$ cat config.mk
export PLATFORM = sky130hd
export DESIGN_NAME = pulse_stretch_multi
export DESIGN_NICKNAME = d
export VERILOG_FILES = /design/src/rtl/pulse_stretch_multi.sv
export SDC_FILE = /design/constraint.sdc
export NUM_CORES = 1
export LEC_CHECK = 0
export CORE_ASPECT_RATIO = 1.75
export CORE_MARGIN = 1
export CORE_UTILIZATION = 54
export DETAILED_ROUTE_END_ITERATION = 8
export HOLD_SLACK_MARGIN = 0.12
export PLACE_DENSITY = 0.74
export SLEW_MARGIN = 10
export SYNTH_ARGS = -nofsm -noshare
export SYNTH_HDL_FRONTEND = slang
export SYNTH_SLANG_ARGS = --single-unit
$ cat constraint.sdc
create_clock -name clk -period 5.2 [get_ports clk]
set_clock_uncertainty 0.2 [all_clocks]
set_input_delay 1.04 -clock clk [delete_from_list [all_inputs] [get_ports clk]]
set_output_delay 1.04 -clock clk [all_outputs]
set_load 0.02 [all_outputs]
$ cat src/rtl/pulse_stretch_multi.sv
// Multi-channel debug pulse stretcher with edge/level trigger and missed flags.
// Define PULSE_STRETCH_SYNC_EN to add a 2-flop input synchroniser per channel.
module pulse_stretch_multi #(
   parameter int NUM_CH      = 8,
   parameter int CNT_W       = 8,
   parameter int DEFAULT_LEN = 10
) (
   input  logic              clk,
   input  logic              nReset,
   input  logic [NUM_CH-1:0] in_pulse,
   input  logic [CNT_W-1:0]  stretch_len,
   input  logic              edge_mode,
   input  logic              retrigger,
   input  logic              clear_missed,
   output logic [NUM_CH-1:0] out_pulse,
   output logic [NUM_CH-1:0] missed,
   output logic              active_any
);

   typedef enum logic {
      ST_IDLE   = 1'b0,
      ST_ACTIVE = 1'b1
   } state_e;

   localparam logic [CNT_W-1:0] DEF_LEN = CNT_W'(DEFAULT_LEN);
   localparam logic [CNT_W-1:0] ONE     = CNT_W'(1);

   logic [NUM_CH-1:0] in_s;
   logic [NUM_CH-1:0] in_d_q;
   logic [NUM_CH-1:0] rise;
   logic [NUM_CH-1:0] trig;
   logic [CNT_W-1:0]  len_eff;

   state_e            state_q [NUM_CH];
   state_e            state_d [NUM_CH];
   logic [CNT_W-1:0]  cnt_q   [NUM_CH];
   logic [CNT_W-1:0]  cnt_d   [NUM_CH];
   logic [NUM_CH-1:0] missed_q;
   logic [NUM_CH-1:0] missed_d;

`ifdef PULSE_STRETCH_SYNC_EN
   logic [NUM_CH-1:0] sync1_q;
   logic [NUM_CH-1:0] sync2_q;

   always_ff @(posedge clk or negedge nReset) begin
      if (!nReset) begin
         sync1_q <= '0;
         sync2_q <= '0;
      end else begin
         sync1_q <= in_pulse;
         sync2_q <= sync1_q;
      end
   end

   assign in_s = sync2_q;
`else
   assign in_s = in_pulse;
`endif

   always_ff @(posedge clk or negedge nReset) begin
      if (!nReset) begin
         in_d_q <= '0;
      end else begin
         in_d_q <= in_s;
      end
   end

   assign rise    = in_s & ~in_d_q;
   assign trig    = edge_mode ? rise : in_s;
   assign len_eff = (stretch_len == '0) ? DEF_LEN : stretch_len;

   always_comb begin
      for (int i = 0; i < NUM_CH; i++) begin
         state_d[i] = state_q[i];
         cnt_d[i]   = cnt_q[i];
         unique case (state_q[i])
            ST_IDLE: begin
               if (trig[i]) begin
                  state_d[i] = ST_ACTIVE;
                  cnt_d[i]   = len_eff;
               end
            end
            ST_ACTIVE: begin
               if (trig[i] && retrigger) begin
                  cnt_d[i] = len_eff;
               end else if (cnt_q[i] != '0) begin
                  cnt_d[i] = cnt_q[i] - ONE;
               end else if (trig[i]) begin
                  // expiring one-shot reloads back-to-back with no gap
                  cnt_d[i] = len_eff;
               end else begin
                  state_d[i] = ST_IDLE;
               end
            end
            default: begin
               state_d[i] = ST_IDLE;
               cnt_d[i]   = '0;
            end
         endcase
      end
   end

   always_comb begin
      missed_d = '0;
      for (int i = 0; i < NUM_CH; i++) begin
         missed_d[i] = (rise[i] && state_q[i] == ST_ACTIVE
                        && cnt_q[i] != '0 && !retrigger)
                     | (missed_q[i] & ~clear_missed);
      end
   end

   always_ff @(posedge clk or negedge nReset) begin
      if (!nReset) begin
         for (int i = 0; i < NUM_CH; i++) begin
            state_q[i] <= ST_IDLE;
            cnt_q[i]   <= '0;
         end
         missed_q <= '0;
      end else begin
         for (int i = 0; i < NUM_CH; i++) begin
            state_q[i] <= state_d[i];
            cnt_q[i]   <= cnt_d[i];
         end
         missed_q <= missed_d;
      end
   end

   always_comb begin
      out_pulse = '0;
      for (int i = 0; i < NUM_CH; i++) begin
         out_pulse[i] = (state_q[i] == ST_ACTIVE);
      end
   end

   assign missed     = missed_q;
   assign active_any = |out_pulse;

endmodule

# Yosys cells after proc, flatten, opt, wreduce, memory -nomap -nowiden
# Cells that the tools add are included.
# word_totals
regBits,88
in_bits,21
elab_cells,162
# op_classes
n_addsub,8
mux,66
bitwise_logic,27
reduce_logical,43
# op_table
cell,n
$mux W8,26
$pmux W8 S2,8
$reduce_bool A8 Y1,8
$sub A8 B1 Y8 const B,8
$logic_and A1 B1 Y1,32
$mux W1,24
$pmux W1 S2,8
$not A1 Y1,9
$and A1 B1 Y1,8
$and A8 B8 Y8,1
$logic_not A8 Y1,1
$not A8 Y8,1
$or A1 B1 Y1,8
$reduce_or A8 Y1,1
$logic_not A1 Y1,1

# Depth between registers and ports, before layout
# logic_depth
word_depth,7
mapped_depth,7

# Worst setup path after synthesis
# No wires, ideal clock.
# synth_path
path_kind,input -> register
startpoint,input port stretch_len[6]
endpoint,register cnt_q[11] (netlist name)
t_arrival_ns,2.215
slack_ns,2.659
path_stages,5
path_buffers,1
cell_sequence,clkbuf_1 nor4_1 a21oi_1 nor3_1 a311o_1
# synth_rtl
item,line,rtl
from (decl),11,"input logic [CNT_W-1:0] stretch_len,"
"to (signal, indexed assignment)",122,cnt_q[i] <= cnt_d[i];
to (decl),36,logic [CNT_W-1:0] cnt_q [NUM_CH];

==> metrics.md <==
| Metric | Value |
|---|---|
| Critical Path AT | `3660 ps` |
| Multi-input gate area | `about 3600 µm²` |
| IO buf count | `37` |
| Core Rows | `50` |
| Initial antenna violation count | `0` |
| RSZ-0062 raised after global routing | `no` |
| Die area | `around 12,000 µm²` |
| Distinct cells, synth | `70` |
| Area growth from synthesis to layout | `12.4%` |
| Final antenna-violating net count | `0` |
| Drt drc | `0` |
| Final WS setup | `around 1600 ps` |
| Clk buf depth | `2` |
| Synth Area in Simple Gates | `between 20% and 30%` |
| Startpoint Class | `primary input` |
| Synth async-reset ratio | `100%` |
| Crit path kind | `primary input to flop` |
| Crit-path max FO | `17` |
| Clock slew at reported path FFs | `60 ps` |
| Wire length of the first global-routing pass | `slightly below 30,000 µm` |
| R2R Setup Slk | `~2700 ps` |
| Mux cell area share after synthesis | `under 10%` |
| Synthesis Warnings | `0` |
| Fillcell total | `~920` |
| # diodes | `0` |
| # hold bufs at CTS | `0` |
| FF/Latch Area | `2200 µm²` |
| Slew headroom | `around 30%` |
| Iteration-0 DRC count of the detailed router | `roughly 400` |
| I/O pin cnt | `38` |
| Xor and xnor area share after synthesis | `around 3.3%` |
| Area share of the largest cell type after synthesis | `roughly 36%` |
| Layout cells sized above 1 | `8.19%` |
| Postcts setup bufs | `0` |
| RD Place Congestion | `0.952` |
| Commonest cells after routing, fill and taps aside | `88 x dfrtp_1, 75 x nand2_1, 36 x inv_1, 36 x clkdlybuf4s50_1, 32 x o21ai_0` |
| Core ar. | `about 11,000 µm²` |
| Clock Sinks | `between 80 and 90` |
| Fin. max-slew vios | `0` |
| Tot GR Track Use | `approximately a third` |
| Starting density of the core | `roughly 56%` |
| CTS tree | `built` |
| Die Width | `~82 µm` |
| Setup WS pre-CTS | `between 1000 and 1500 ps` |
| Top_reg_cell synth | `dfrtp_1` |
| Placed cell count | `a little over 800` |
| Avg Inst Size Synth | `8.85 µm²` |
| Largest cells by area after synthesis | `dfrtp_1 36%, nand2_1 4.6%, mux2i_1 4.1%, a32oi_1 3.9%, ha_1 3.3%` |
| Setup TNS | `0 ps` |
| Crit path cell chain | `clkdlybuf4s50_1 -> nor4_1 -> a21oi_1 -> nor3_1 -> a311o_1` |
| Number of synthesized register bits | `between 80 and 90` |
| Vias in the first global route | `~6,000` |
| Syn Inst Count | `slightly below 700` |
| Peak supply drop | `around 0.27 mV` |
| Synth Area in Compound Gates | `between 20% and 30%` |
| F_max | `0.274 GHz` |
| Root buf cell | `clkbuf_16` |
| Final design utilization | `between 60 and 70%` |
| Non-filler cells in the finished layout | `~840` |
| NumNets Final | `740` |
| GRT overflow | `0` |
| Crit end category | `flop` |
| EDFF count, synth | `0` |
| Worst slew pin tran | `roughly 1100 ps` |
| PD cells | `between 400 and 500 nW/µm²` |
| Largest family of logic cells by synthesized area | `compound AO/OA/AOI/OAI gates` |
| Final min period | `around 3600 ps` |
| Adder-Cell Fraction of Synth Area | `about 3.3%` |
| Outcome | `complete, no violations` |
| Cell area after layout | `6820 µm²` |
| Post-detail-place hpwl | `around 13,000 µm` |
| Clock buffer count from CTS | `9` |
| Post-synth top area cell | `dfrtp_1` |
| H-tree levels | `3` |
| Final setup fails | `0` |
| Final WL | `18,100 µm` |
| Most common cell after layout, fill and taps aside | `dfrtp_1` |
| Vias | `between 5,000 and 6,000` |
| Largest net degree at the start of global routing | `between 50 and 60` |
| Total iterations of the first detailed-routing run | `5` |
| Vias/cell | `7.06` |
| Slowest CP cell | `clkdlybuf4s50_1` |
| Max_cap viols | `0` |
| Clock latency on the worst-skew pair | `340 ps` |
| Placed Area | `6520 µm²` |
| Crit-path max cell delay | `between 1000 and 1500 ps` |
| Critical Path RT | `5220 ps` |
| Leak pwr | `around 2.8 nW` |
| WL per Instance | `approximately 22 µm` |
| Die span in y | `roughly 140 µm` |
| Seq/Total Area, Yosys | `approximately 36%` |
| Synthesized area | `about 6100 µm²` |
| HP Class | `flop to flop` |
| Part of the cycle the worst path needs | `70.1%` |
| Syn_nets | `approximately 720` |
| Final Hold Fails | `0` |
| Post_cts resized | `0` |
==> final timing paths <==
kind                                startpoint                  end  cells after the start
min                        in_d_q[5]$_DFF_PN0_  missed[5]$_DFF_PN0_                      1
max reg2reg                 cnt_q[0]$_DFF_PN0_   cnt_q[2]$_DFF_PN0_                      6
max                             stretch_len[2]  cnt_q[11]$_DFF_PN0_                      5
min reg2reg                in_d_q[5]$_DFF_PN0_  missed[5]$_DFF_PN0_                      1
max in group asynchronous               nReset   cnt_q[5]$_DFF_PN0_                      2
min in group asynchronous               nReset  in_d_q[1]$_DFF_PN0_                      1
==> registers in the layout, summed over array words and instances (netlist names) <==
name,flops
cnt_q,64
in_d_q,8
out_pulse,8
missed,8
==> critical path: cells and delay by family <==
family / cells / cell delay, ps
buffers and inverters: 1 / 1050
AND/OR/NAND/NOR: 2 / 310
AO/OA/AOI/OAI: 2 / 1250
==> power by group <==
group	leakage (nW)	switching [W]	internal (W)	total, W
logic	1.62	0.000660	0.000627	0.00129
registers	1.02	0.000375	0.000935	0.00131
clock network	0.148	0.000277	0.000397	0.000674
total	2.79	0.00131	0.00196	0.00327
==> cells by family after synthesis <==
group	count (synthesis)
and+or+nand+nor	231
AOI/OAI and AO/OA	222
DFF	88
buffers and inverters	78
muxes	28
xor gates and xnor gates	23
adders and majority gates	16
==> per-layer routing <==
metal	global-route usage (%)	up-vias	part of all wire, %
met5	0	-	0
met4	18.9	0	4.7
met3	4.81	76	5.7
met2	59.2	280	54
met1	35.2	2920	35
li1	-	2637	-
==> synth_stat cells (14+ instances only) <==
library cell	instances
nor3b_1	17
a21oi_1	16
o21ai_0	32
a32oi_1	27
mux2i_1	25
dfrtp_1	88
o211ai_1	14
nand2_1	75
inv_1	36
ha_1	16
nor3_1	26
nor2_1	27
o22ai_1	14
clkbuf_1	34
==> area by class of cell <==
class | count | area share (%)
Clock buffer | 11 | 3.70
Clock inverter | 5 | 0.807
Inverter | 36 | 1.98
Multi-Input combinational cell | 520 | 52.3
Sequential cell | 88 | 32.3
Tap cell | 130 | 2.38
Timing Repair Buffer | 48 | 6.60
==> per-stage QoR <==
stage               power, W  hold WS [ps]
finish               0.00327           294
CTS                  0.00326           285
floorplan            0.00221           247
global route         0.00349           317
global placement     0.00251           259
detailed placement   0.00257           281
Power figures use the tool's default switching activity.
